$ cat config.mk
export PLATFORM = sky130hd
export DESIGN_NAME = load_resp_buffer
export DESIGN_NICKNAME = d
export VERILOG_FILES = /design/src/rtl/load_resp_pkg.sv /design/src/rtl/load_data_extract.sv /design/src/rtl/load_resp_buffer.sv
export SDC_FILE = /design/constraint.sdc
export NUM_CORES = 1
export LEC_CHECK = 0
export CELL_PAD_IN_SITES_DETAIL_PLACEMENT = 1
export CELL_PAD_IN_SITES_GLOBAL_PLACEMENT = 2
export CORE_AREA = 2 2 104 106
export DETAILED_ROUTE_END_ITERATION = 8
export DIE_AREA = 0 0 106 108
export HOLD_SLACK_MARGIN = 0.06
export PLACE_DENSITY = 0.88
export SLEW_MARGIN = 5
export SYNTH_ARGS = -nofsm -noshare
export SYNTH_HDL_FRONTEND = slang
export SYNTH_SLANG_ARGS = --single-unit
$ cat constraint.sdc
create_clock -name clk_i -period 1.8 [get_ports clk_i]
set_input_delay 0.18 -clock clk_i [delete_from_list [all_inputs] [get_ports clk_i]]
set_output_delay 0.18 -clock clk_i [all_outputs]
set_load 0.005 [all_outputs]
$ cat src/rtl/load_resp_pkg.sv
// Shared types for the load response buffer: access size encoding and per-entry state.
// Widths follow the core configuration (load-buffer depth, XLEN, scoreboard tag width).
package load_resp_pkg;

   localparam int unsigned CFG_LD_BUF_DEPTH  = 2;
   localparam int unsigned CFG_XLEN          = 32;
   localparam int unsigned CFG_TRANS_ID_BITS = 2;
   localparam int unsigned CFG_OFF_W         = $clog2(CFG_XLEN / 8);

   typedef enum logic [1:0] {
      BYTE  = 2'd0,
      HALF  = 2'd1,
      WORD  = 2'd2,
      DWORD = 2'd3
   } ld_size_e;

   typedef struct packed {
      logic                         valid;
      logic                         killed;
      logic [CFG_OFF_W-1:0]         offset;
      ld_size_e                     size;
      logic                         sign;
      logic [CFG_TRANS_ID_BITS-1:0] trans_id;
   } ld_entry_t;

endpackage

$ cat src/rtl/load_data_extract.sv
// Load data extraction: shift the aligned word down by the byte offset, then sign/zero extend.
// Purely combinational; no state, no handshake.
module load_data_extract
   import load_resp_pkg::*;
#(
   parameter int unsigned XLEN  = CFG_XLEN,
   parameter int unsigned OFF_W = $clog2(XLEN / 8)
) (
   input  logic [OFF_W-1:0] offset,
   input  ld_size_e         size,
   input  logic             sign,
   input  logic [XLEN-1:0]  data,
   output logic [XLEN-1:0]  result
);

   logic [OFF_W+2:0] shamt;
   logic [XLEN-1:0]  shifted;

   assign shamt   = {offset, 3'b000};
   assign shifted = data >> shamt;

   // Misaligned half accesses simply take whatever the shift leaves in the low bits.
   always_comb begin
      result = shifted;
      case (size)
         BYTE:    result = {{(XLEN-8){sign & shifted[7]}}, shifted[7:0]};
         HALF:    result = {{(XLEN-16){sign & shifted[15]}}, shifted[15:0]};
         default: result = shifted;
      endcase
   end

endmodule

$ cat src/rtl/load_resp_buffer.sv
// Outstanding-load tracker: allocates buffer IDs, matches cache responses, emits extracted writeback.
// Writeback 1 cycle after response, no backpressure; alloc_ready_o drops when full or flushing.
module load_resp_buffer
   import load_resp_pkg::*;
#(
   parameter int unsigned NR_ENTRIES    = CFG_LD_BUF_DEPTH,
   parameter int unsigned XLEN          = CFG_XLEN,
   parameter int unsigned TRANS_ID_BITS = CFG_TRANS_ID_BITS,
   parameter int unsigned ID_W          = (NR_ENTRIES > 1) ? $clog2(NR_ENTRIES) : 1,
   parameter int unsigned OFF_W         = $clog2(XLEN / 8)
) (
   input  logic                     clk_i,
   input  logic                     rst_i,
   input  logic                     flush_i,
   input  logic                     alloc_valid_i,
   output logic                     alloc_ready_o,
   output logic [ID_W-1:0]          alloc_id_o,
   input  logic [OFF_W-1:0]         alloc_offset_i,
   input  logic [1:0]               alloc_size_i,
   input  logic                     alloc_sign_i,
   input  logic [TRANS_ID_BITS-1:0] alloc_trans_id_i,
   input  logic                     resp_valid_i,
   input  logic [ID_W-1:0]          resp_id_i,
   input  logic [XLEN-1:0]          resp_data_i,
   output logic                     res_valid_o,
   output logic [TRANS_ID_BITS-1:0] res_trans_id_o,
   output logic [XLEN-1:0]          res_data_o,
   output logic [ID_W:0]            outstanding_o,
   output logic                     idle_o,
   output logic                     proto_err_o
);

   ld_entry_t        entries [NR_ENTRIES];
   ld_entry_t        sel;
   logic             any_free;
   logic [ID_W-1:0]  free_id;
   logic             alloc_fire;
   logic             resp_hit;
   logic             wb_fire;
   logic [XLEN-1:0]  ext_data;
   logic [ID_W:0]    count;

   // Lowest-index free entry wins: scan from the top so the last hit is the lowest.
   always_comb begin
      any_free = 1'b0;
      free_id  = '0;
      for (int i = NR_ENTRIES - 1; i >= 0; i--) begin
         if (!entries[i].valid) begin
            any_free = 1'b1;
            free_id  = ID_W'(i);
         end
      end
   end

   always_comb begin
      sel   = '0;
      count = '0;
      for (int i = 0; i < NR_ENTRIES; i++) begin
         if (resp_id_i == ID_W'(i)) sel = entries[i];
         count = count + (ID_W+1)'(entries[i].valid);
      end
   end

   assign alloc_ready_o = any_free && !flush_i;
   assign alloc_id_o    = free_id;
   assign alloc_fire    = alloc_valid_i && alloc_ready_o;
   assign resp_hit      = resp_valid_i && sel.valid;
   assign wb_fire       = resp_hit && !sel.killed && !flush_i;
   assign outstanding_o = count;
   assign idle_o        = (count == '0);

   load_data_extract #(
      .XLEN  (XLEN),
      .OFF_W (OFF_W)
   ) u_extract (
      .offset (sel.offset),
      .size   (sel.size),
      .sign   (sel.sign),
      .data   (resp_data_i),
      .result (ext_data)
   );

   // Alloc never targets a valid entry and response only frees a valid one, so the
   // branches below never collide on the same entry; flush and alloc are exclusive.
   always_ff @(posedge clk_i or posedge rst_i) begin
      if (rst_i) begin
         for (int i = 0; i < NR_ENTRIES; i++) entries[i] <= '0;
         res_valid_o    <= 1'b0;
         res_trans_id_o <= '0;
         res_data_o     <= '0;
         proto_err_o    <= 1'b0;
      end else begin
         for (int i = 0; i < NR_ENTRIES; i++) begin
            if (resp_hit && resp_id_i == ID_W'(i)) begin
               entries[i] <= '0;
            end else if (alloc_fire && free_id == ID_W'(i)) begin
               entries[i].valid    <= 1'b1;
               entries[i].killed   <= 1'b0;
               entries[i].offset   <= alloc_offset_i;
               entries[i].size     <= ld_size_e'(alloc_size_i);
               entries[i].sign     <= alloc_sign_i;
               entries[i].trans_id <= alloc_trans_id_i;
            end else if (flush_i && entries[i].valid) begin
               entries[i].killed <= 1'b1;
            end
         end
         res_valid_o <= wb_fire;
         if (wb_fire) begin
            res_trans_id_o <= sel.trans_id;
            res_data_o     <= ext_data;
         end
         proto_err_o <= resp_valid_i && !resp_hit;
      end
   end

endmodule

==> impl_results.md, run 1 <==
- Clk_lat worst skew: 0.31 ns
- Gate Count Post-Synth: 301
- Clock share of power: 11.3%
- Met2 WL post-DR: 4520 um
- Adder-Cell Fraction of Synth Area: 1.33%
- DIE AREA: 0.0114 mm^2
- WL/cell: 16.6 um
- Final Skew: 0.00265 ns
- Ys flop type: dfrtp_1
- Routed wire length: 9030 um
- XOR/XNOR share of the synthesized area: 0%
- Die Y: 108 um
- Core Util, Final: 40.9%
- Total Power: 6030 uW
- CP required: 1.62 ns
- Layout Nets: 457
- DRT met1 WL: 4130 um
- Mean Syn Cell Area: 9.41 um^2
- Number of global-route vias before repair: 2720
- Peak supply drop: 0.000469 V
- Vias per cell: 4.87
- Psw: 2240 uW
- Slew Limit Fails: 0
- FILL cells: 1175
- TritonCTS Sinks: 54
- Via Count: 2648
- H-tree depth: 2
- Diodes inserted: 0
- Layout cell share with drive strength beyond 1: 15.4%
- Longest Clk Path Bufs: 2
- Post-Synth Simple-Gate Area: 17.2%
- Max Cap Viol: 0
- # IOs: 86
- Cell variety after synth: 39
- Critical Path AT: 1.58 ns
- Fin cells: 544
- Placer Congestion: 0.794
- Kind of critical path: reg2out
- First-pass GRT wire length: 14400 um
- Main combinational cell family by area after synthesis: compound AO/OA/AOI/OAI gates
- PwrDens: 1440 mW/mm^2
- CP peak stage delay: 0.49 ns
- Tmin final: 1.76 ns
- RSZ-0062 raised after global routing: yes
- Share of power burned in registers: 35.0%
- Slew HR: 74.0%
- Internal Power: 3790 uW
- Crit-path slowest cell: clkdlybuf4s50_1
- FMAX: 0.569 GHz
- Status: finished clean
- R2r worst-path depth: 6
- Die Span X: 106 um
- EDFF count, synth: 0
- TritonCTS clock tree: yes
- I/O Buffers: 85
- Finished layout cell area: 0.00419 mm^2
- Num rows: 37
- Antenna-violating nets left: 0
- Final Hold Fails: 0
- Combinational fraction of design power: 53.7%
- Root buf cell: clkbuf_8
- Worst Hold Class: in2async
- Pre-antenna DRT Iters: 4
- Compound-Gate Fraction of Synth Area: 20.5%
- Sequential area share after synthesis: 47.7%
- Reg clk slew, reported paths: 0.09 ns
- Syn. warnings: 0
- Slew @ Worst Pin: 0.389 ns
- Gr ovfl total: 0
- Post-DP Area: 0.00408 mm^2
- Dpl hpwl: 7010 um
- DRC: 0
- Top Metal Used: met4
- Initial antenna violation count: 0
- Post-Syn Nets: 349
- Hold Worst Slack: 0.223 ns
- Total track usage: 15.9%
- Ys async rst share: 100%
- Crit start category: flip-flop
- Final setup viols: 0
- Post-synthesis mux area share: 8.79%
- #FFs+latches synth: 54
- CP Capture Type: primary output
- Crit share post-route: 97.6%
- Crit-path cells: inv_1, ha_4, clkdlybuf4s50_1
- Cell leakage power: 0.00182 uW
- Initial drt markers: 79
- Placed insts: 536
- Core area: 0.0102 mm^2
- CP max FO: 5
- Switching fraction of total power: 37.2%
- TritonCTS buffer count: 5
- Largest net degree at the start of global routing: 55
- P&R area growth vs syn: 47.9%
- Initial Util: 27.7%
- Met3 Wirelength: 278 um
- Synthesized area: 0.00283 mm^2
[path summary, 6_finish.rpt]
| check | start | to | slack [ns] |
|---|---|---|---|
| max | entries[8] | alloc_id_o | 0.04 |
| min | rst_i | entries[3] | 0.22 |
| max reg2reg | entries[14] | res_data_o[28] | 0.05 |
| min reg2reg | res_data_o[2] | res_data_o[2] | 0.49 |
| max in group asynchronous | rst_i | entries[12] | 1.31 |
| min in group clk_i | alloc_size_i[1] | entries[4] | 0.47 |
[timing repair]
| item | CTS | global route |
|---|---|---|
| gates resized for setup | 5 | 2 |
| setup buffers | 2 | 0 |
| hold buffers | 0 | 0 |
| setup endpoints to repair | 27 | 21 |
| pin swaps | 2 | 0 |
[cell usage in the layout (no fill, tap or decap), types with 2 or more instances in the layout]
cell type         n
a21oi_1          22
a22oi_1          16
a311o_1           7
a31oi_1           9
and3_1            2
buf_12            8
buf_4            25
clkbuf_8          6
clkdlybuf4s50_1  82
dfrtp_1          54
dlygate4sd2_1     3
ha_1              2
inv_1             3
inv_2             3
mux2_2            8
mux2i_1          13
nand2_1          74
nand3_1           3
nand3b_1          2
nor2_1           19
nor2_2            2
nor3_1            3
nor3b_2           2
o21ai_0           9
o21ai_1          10
o2bb2ai_1         7
[per-stage QoR]
step | TNS [ns] | worst slack [ns]
after global routing | -0.529 | -0.0615
after global placement | -9.06 | -0.321
after detailed placement | -10.73 | -0.404
after CTS | 0 | 0.0298
after floorplan | 0 | 0.176
final | 0 | 0.0440
[power by group through the flow]
stage | Combinational [uW] | Clock (uW) | Sequential [uW]
CTS | 3260 | 701 | 2110
detailed placement | 3220 | 0 | 2140
floorplan | 1590 | 0 | 2050
finish | 3240 | 678 | 2110
global route | 3560 | 734 | 2190
global placement | 3120 | 0 | 2120
[worst max-delay path: cells and delay by family (launching register included)]
family	cells	cell delay, ns
adder cells (fa/ha/maj)	1	0.18
flip-flops	1	0.43
buffers and inverters	2	0.66
[synth_stat cells, types with 2 or more instances]
| master | n | share of area [%] |
|---|---|---|
| nor3b_2 | 2 | 0.88 |
| nand2_1 | 74 | 9.8 |
| o21ai_1 | 10 | 1.8 |
| and3_1 | 2 | 0.44 |
| ha_1 | 3 | 1.3 |
| a31oi_1 | 9 | 2.0 |
| nor3_1 | 3 | 0.53 |
| a311o_1 | 7 | 2.5 |
| mux2i_1 | 13 | 4.6 |
| nand3b_1 | 2 | 0.53 |
| a22oi_1 | 16 | 4.2 |
| dfrtp_1 | 54 | 48 |
| nand3_1 | 3 | 0.53 |
| mux2_2 | 8 | 3.2 |
| a21oi_1 | 22 | 3.9 |
| buf_6 | 3 | 1.2 |
| clkbuf_1 | 5 | 0.66 |
| o21ai_0 | 9 | 1.6 |
| inv_1 | 5 | 0.66 |
| o2bb2ai_1 | 7 | 2.2 |
| buf_4 | 4 | 1.1 |
| buf_2 | 4 | 0.71 |
| nor2_1 | 20 | 2.7 |
[final cells by class]
cell class / instances / area (um^2) / share of cell area (%)
multi-input combinational: 224 / 1370 / 32.6
sequential: 54 / 1350 / 32.3
timing repair buffer: 118 / 1190 / 28.5
tap: 136 / 170 / 4.06
clock buffer: 6 / 82.6 / 1.97
inverter: 6 / 22.5 / 0.538
[cells by family (layout without fill, tap and decap cells)]
kind of cell / after synthesis / count (layout)
AND/OR/NAND/NOR: 112 / 112
adder cells (fa/ha/maj): 3 / 3
buffers and inverters: 23 / 130
flip-flops: 54 / 54
AO/OA/AOI/OAI: 86 / 86
multiplexers: 23 / 23
[flip-flops by register name, indices dropped and copies added (netlist names)]
signal          count
res_valid_o         1
proto_err_o         1
res_data_o         32
entries            18
res_trans_id_o      2
[routing by layer]
layer,GRT usage (%),vias to the layer above
met5,0,-
met4,4.23,0
met3,2.35,10
met2,27.7,42
met1,20.8,1314
li1,-,1282
Power figures use the tool's default switching activity.
==> inputs of run 2 (changes only) <==
CTS_CLUSTER_DIAMETER = 150   (was unset)
REMOVE_ABC_BUFFERS = 1   (was unset)
==> run 2 against run 1 <==
  * Sequential cell count stayed put
  * Count of clock-buffer cells in the layout decreased by 1
  * Largest power group unchanged
  * Register-to-register slack worse by 0.03 ns
  * Worst setup slack worse by 0.026 ns
  * Die area unchanged
  * Worst hold slack lost 0.0030 ns
  * First-iteration DRC count up 28%
  * Via count rose by 2.0%
  * Combinational power increased by 6%
  * Highest routed layer unchanged
  * Routed wire length increased by 6.9%
  * Fmax fell by 1.5%
==> impl_results.md, run 2 (same netlist as run 1, synthesis figures left out) <==
- Placer Congestion: 0.798 (+0.52%)
- Slew Limit Fails: 0 (unchanged)
- Die Span X: 106 um (unchanged)
- Final Skew: 0.00965 ns (+0.00700 ns)
- Kind of critical path: reg2reg
- Biggest regs: res_data_o: 32 flops, entries: 18 flops, res_trans_id_o: 2 flops
- P&R area growth vs syn: 50.7%
- FMAX: 0.561 GHz (-1.5%)
- CP max FO: 16 (+11)
- Via Count: 2701 (+2.0%)
- Top reg by flops: res_data_o
- DRC: 0 (unchanged)
- Crit start category: flip-flop
- Most common cell after layout, fill and taps aside: clkdlybuf4s50_1
- TritonCTS clock tree: yes
- Critical Path AT: 2.02 ns (+0.44 ns)
- Diodes inserted: 0 (unchanged)
- Gr ovfl total: 0 (unchanged)
- Pre-antenna DRT Iters: 4 (unchanged)
- Die Y: 108 um (unchanged)
- Antenna-violating nets left: 0 (unchanged)
- Worst Hold Class: in2async
- Final Hold Fails: 0 (unchanged)
- H-tree depth: 2 (unchanged)
- Slew HR: 63.7% (-10 points)
- Number of global-route vias before repair: 2886 (+6.1%)
- Crit share post-route: 99.0% (+1.5 points)
- Peak supply drop: 0.000579 V (+23%)
- Setup WS pre-CTS: -0.461 ns (-0.0564 ns)
- Finished layout cell area: 0.00427 mm^2 (+1.9%)
- Total track usage: 17.5% (+1.6 points)
- Most frequent cells in the layout: clkdlybuf4s50_1 (82), nand2_1 (73), dfrtp_1 (54)
- Post-DP Area: 0.00407 mm^2 (-0.31%)
- Core area: 0.0102 mm^2 (unchanged)
- Largest net degree at the start of global routing: 55 (unchanged)
- Setup TNS: 0 ns (unchanged)
- PnR worst setup slack: 0.0177 ns (-0.0262 ns)
- TritonCTS Sinks: 54 (unchanged)
- FILL cells: 1167 (-0.68%)
- Status: finished clean
- I/O Buffers: 85 (unchanged)
- CP required: 2.04 ns (+0.42 ns)
- Hold Worst Slack: 0.220 ns (-0.00305 ns)
- Initial antenna violation count: 0 (unchanged)
- # IOs: 86 (unchanged)
- Num rows: 37 (unchanged)
- Initial Util: 27.7% (unchanged)
- Max Cap Viol: 0 (unchanged)
- Root buf cell: clkbuf_8
- First-pass GRT wire length: 15800 um (+9.8%)
- Tmin final: 1.78 ns (+0.0262 ns)
- CP Capture Type: flip-flop
- TritonCTS buffer count: 5 (unchanged)
- Initial drt markers: 101 (+28%)
- Final setup viols: 0 (unchanged)
- RSZ-0062 raised after global routing: yes
- Longest Clk Path Bufs: 2 (unchanged)
- Layout Nets: 460 (+0.66%)
- Layout cell share with drive strength beyond 1: 18.6% (+3.2 points)
- Vias per cell: 4.92 (+1.1%)
- Slew @ Worst Pin: 0.542 ns (+0.153 ns)
- PwrDens: 1490 mW/mm^2 (+3.8%)
- Dpl hpwl: 7160 um (+2.1%)
- DIE AREA: 0.0114 mm^2 (unchanged)
- Largest register FFs: 32 (unchanged)
- Routed wire length: 9650 um (+6.9%)
- Reg clk slew, reported paths: 0.11 ns (+0.02 ns)
- WL/cell: 17.6 um (+5.9%)
- Clk_lat worst skew: 0.32 ns (about the same)
- Cell leakage power: 0.00187 uW (+2.8%)
run 2: cell count changes in the layout (fill, tap and decap cells not counted), moves of 2 or more:
cell | previous run | this run
o21ai_0 | 9 | 3
o21ai_2 | 1 | 6
buf_4 | 25 | 29
dlygate4sd2_1 | 3 | 1
dlymetal6s2s_1 | 0 | 2
run 2: metrics by stage:
step                util, %  total power [uW]  instances
global route           41.7              6840        549
global placement       39.8              5250        536
CTS                    41.3              6380        549
finish                 41.7              6370        549
floorplan                 -              3530        284
detailed placement     39.8              5390        536
run 2: per-layer routing:
layer | vias to the layer above | track usage [%] | share of wire, %
met2 | 59 | 29.6 | 49
met3 | 5 | 2.35 | 3.5
met5 | - | 0 | 0
met1 | 1344 | 23.9 | 46
li1 | 1293 | - | -
met4 | 0 | 4.23 | 0.73
run 2: area by class of cell:
class	instances	area [um^2]	area share, %
multi-input cells	224	1400	32.8
flip-flops and latches	54	1350	31.7
inverters	6	22.5	0.528
clock inverters	3	43.8	1.03
clock buffers	5	68.8	1.61
well taps	136	170	3.99
repair buffers	121	1210	28.4
run 2: what timing repair did:
action                                  4_1_cts  5_1_grt
setup buffers                                 5        0
hold buffers                                  0        0
pin swaps                                     2        4
resized for setup                             6       17
endpoints found under the setup margin       28       21
run 2: final timing paths:
check                      cells after the start             from  slack, ns              to
setup / recovery                               6      entries[14]       0.02  res_data_o[30]
hold / removal                                 3            rst_i       0.22      entries[3]
setup reg to reg                               6      entries[14]       0.02  res_data_o[30]
hold reg to reg                                2    res_data_o[7]       0.49   res_data_o[7]
max in group asynchronous                      3            rst_i       1.31      entries[8]
min in group clk_i                             3  alloc_size_i[0]       0.44      entries[3]
run 2: report_power, final:
group	switching (uW)	internal, uW
clock	443	418
combinational	1580	1840
sequential	369	1720
run 2: worst max-delay path: stages, from the launching register on:
cell,delay [ns]
dfrtp_1,0.42
mux2_4,0.32
mux2i_2,0.18
a22oi_2,0.34
a22oi_4,0.14
buf_12,0.17
o21ai_1,0.15
==> inputs of run 3 (changes only) <==
ABC_AREA = 1   (was unset)
CORE_AREA = 2 2 114 116   (was 2 2 104 106)
DIE_AREA = 0 0 116 118   (was 0 0 106 108)
==> run 3 against run 2 <==
  * Final cell count rose by 36%
  * Count of clock-buffer cells in the layout unchanged
  * Register-to-register slack gained 0.13 ns
  * Cell area grew 15%
  * Non-clock buffer count is 16 higher
  * Worst hold slack better by 0.0026 ns
  * Sequential share of layout area down 4.0 points
  * Synthesized cell count up 50%
  * Clock power up 48%
  * Critical path depth decreased by 3
  * Highest routed layer unchanged
==> impl_results.md, run 3 <==
- Count leader, synth: nand2_1
- CP max FO: 3 (-13)
- Antenna-violating nets left: 0 (unchanged)
- Initial antenna violation count: 0 (unchanged)
- Adder-Cell Fraction of Synth Area: 1.14% (-0.18 points)
- Crit start category: flip-flop
- Longest Clk Path Bufs: 2 (unchanged)
- Top cells by count, synth: nand2_1 (144), inv_1 (57), dfrtp_1 (54)
- Synth top area cells: dfrtp_1 (41%), nand2_1 (16%), inv_1 (6.5%), nand3_1 (5.8%), nor2_1 (5.4%)
- Largest net degree at the start of global routing: 30 (-45%)
- Crit-path slowest cell: clkdlybuf4s50_1
- Root buf cell: clkbuf_16
- Max Cap Viol: 0 (unchanged)
- Reg clk slew, reported paths: 0.08 ns (-0.03 ns)
- Die Span X: 116 um (+9.4%)
- Initial drt markers: 105 (+4.0%)
- Crit share post-route: 95.8% (-3.2 points)
- Reg2reg end: res_data_o[30]
- Num rows: 41 (+11%)
- Main combinational cell family by area after synthesis: simple AND/OR/NAND/NOR gates
- Synthesized area: 0.00329 mm^2 (+16%)
- CP required: 1.62 ns (-0.42 ns)
- Worst Hold Class: in2async
- Ys flop type: dfrtp_1
- Total track usage: 16.3% (-1.2 points)
- Setup crit end: outstanding_o[0]
- R2r worst-path depth: 11 (+5)
- TritonCTS clock tree: yes
- Die Y: 118 um (+9.3%)
- PnR worst setup slack: 0.0750 ns (+0.0573 ns)
- Worst path bufs/invs: 2 (+1)
- Status: finished clean
- Placed insts: 734 (+37%)
- FMAX: 0.580 GHz (+3.3%)
- Mean Syn Cell Area: 7.32 um^2 (-22%)
- Clk_lat worst skew: 0.30 ns (-0.02 ns)
- Setup slack, reg-to-reg: 0.15 ns (+0.13 ns)
- CP peak stage delay: 0.50 ns (+0.08 ns)
- XOR/XNOR share of the synthesized area: 0% (unchanged)
- Gate Count Post-Synth: 450 (+50%)
- Final Hold Fails: 0 (unchanged)
- Sequential area share after synthesis: 41.0% (-6.7 points)
- Dpl hpwl: 8520 um (+19%)
- TritonCTS Sinks: 54 (unchanged)
- Slew HR: 67.7% (+4.0 points)
- Largest register FFs: 32 (unchanged)
- Most common cell after layout, fill and taps aside: nand2_1
- Crit-path cells: inv_1, ha_1, clkdlybuf4s50_1
- Cell variety after synth: 29 (-26%)
- H-tree depth: 2 (unchanged)
- #FFs+latches synth: 54 (unchanged)
- Largest area contributor in the netlist: dfrtp_1
- Crit path depth: 3 (-3)
- Worst path top cell family by delay: buffers and inverters
- Post-Synth Simple-Gate Area: 38.7% (+22 points)
- PwrDens: 1500 mW/mm^2 (+0.80%)
- Reg2reg start: entries[8]
- Cell leakage power: 0.00248 uW (+32%)
- Compound-Gate Fraction of Synth Area: 7.37% (-13 points)
- Top-area cell type share of the netlist area: 41.0% (-6.7 points)
- Biggest regs: res_data_o: 32 flops, entries: 18 flops, res_trans_id_o: 2 flops
- CP Capture Type: primary output
- Kind of critical path: reg2out
- Number of global-route vias before repair: 3682 (+28%)
- Final setup viols: 0 (unchanged)
- DRC: 0 (unchanged)
- Setup TNS: 0 ns (unchanged)
- Setup WS pre-CTS: -0.189 ns (+0.272 ns)
- EDFF count, synth: 0 (unchanged)
- RSZ-0062 raised after global routing: no
- Critical Path AT: 1.54 ns (-0.48 ns)
- Top reg by flops: res_data_o
- Slew Limit Fails: 0 (unchanged)
- Initial Util: 26.5% (-1.2 points)
- P&R area growth vs syn: 48.5%
- Diodes inserted: 0 (unchanged)
- Vias per cell: 4.45 (-9.5%)
- DIE AREA: 0.0137 mm^2 (+20%)
- Slew @ Worst Pin: 0.484 ns (-0.0578 ns)
- Gr ovfl total: 0 (unchanged)
- Tmin final: 1.72 ns (-0.0573 ns)
- Syn. warnings: 0 (unchanged)
- # IOs: 86 (unchanged)
- Crit path from: entries[8]
- Peak supply drop: 0.000704 V (+21%)
- Layout cell share with drive strength beyond 1: 19.1% (+0.49 points)
- I/O Buffers: 85 (unchanged)
- Ys async rst share: 100% (unchanged)
- Core Util, Final: 39.4% (-2.3 points)
- Core area: 0.0124 mm^2 (+21%)
- Post-synthesis mux area share: 0% (-8.8 points)
- Fin cells: 747 (+36%)
- Pre-antenna DRT Iters: 4 (unchanged)
- First-pass GRT wire length: 17800 um (+13%)
- Most frequent cells in the layout: nand2_1 (144), clkdlybuf4s50_1 (84), inv_1 (56)
- TritonCTS buffer count: 5 (unchanged)
- Placer Congestion: 0.902 (+13%)
- Final Skew: 0.00547 ns (-0.00417 ns)
- Layout Nets: 622 (+35%)
- Via Count: 3327 (+23%)
- WL/cell: 14.5 um (-18%)
- Routed wire length: 10800 um (+12%)
-- run 3: cell type report --
| type | instances | area, um^2 |
|---|---|---|
| Clock buffer | 5 | 125 |
| Clock inverter | 3 | 68.8 |
| Fill cell | 1555 | 7520 |
| Inverter | 61 | 231 |
| Multi-Input combinational cell | 315 | 1560 |
| Sequential cell | 54 | 1350 |
| Tap cell | 172 | 215 |
| Timing Repair Buffer | 137 | 1340 |
-- run 3: cells by family (layout without fill, tap and decap cells) --
| family | after synthesis | after routing |
|---|---|---|
| and+or+nand+nor | 274 | 274 |
| AOI/OAI and AO/OA | 38 | 38 |
| buffers and inverters | 81 | 206 |
| DFF | 54 | 54 |
| adders and majority gates | 3 | 3 |
-- run 3: per-layer routing --
metal	vias up	track usage [%]	routed length, um	part of all wire, %
met3	11	3.60	598	5.5
met2	76	28.9	5320	49
met5	-	0	0	0
met1	1596	20.2	4820	44
li1	1644	-	-	-
met4	0	3.05	97	0.90
-- run 3: worst min-delay path by stage --
stage	depth (start not counted)	to	start
4_1_cts	2	res_data_o[17]	rst_i
3_5_place_dp	2	res_data_o[11]	res_data_o[11]
2_1_floorplan	2	res_trans_id_o[0]	resp_id_i
6_report	2	res_data_o[17]	rst_i
3_3_place_gp	2	res_data_o[12]	res_data_o[12]
5_1_grt	2	res_data_o[27]	rst_i
-- run 3: timing repair --
| item | CTS | global route |
|---|---|---|
| pin swaps | 0 | 1 |
| endpoints found under the hold margin | 0 | 0 |
| hold buffers | 0 | 0 |
| setup endpoints to repair | 2 | 1 |
| gates resized for setup | 3 | 0 |
| setup buffers | 3 | 2 |
-- run 3: stage by stage --
step,total power [uW],hold WS (ns),instance area [um^2]
final,7360,0.223,4890
after floorplan,3930,0.330,3140
after CTS,7440,0.242,4870
after detailed placement,6070,0.472,4660
after global routing,7970,0.274,4890
after global placement,5960,0.466,4660
-- run 3: worst register-to-register path, stage by stage, from the launching register on --
cell	delay [ns]
dfrtp_1	0.41
buf_4	0.15
nand2_1	0.09
nor2_2	0.05
nand2_1	0.06
nand2_1	0.06
nand2_2	0.11
inv_2	0.08
buf_12	0.15
or2_2	0.28
nand2_1	0.07
inv_1	0.04
-- run 3: where the power goes --
part / switching [uW] / internal, uW
combinational: 1880 / 2080
clock: 477 / 801
sequential: 341 / 1790
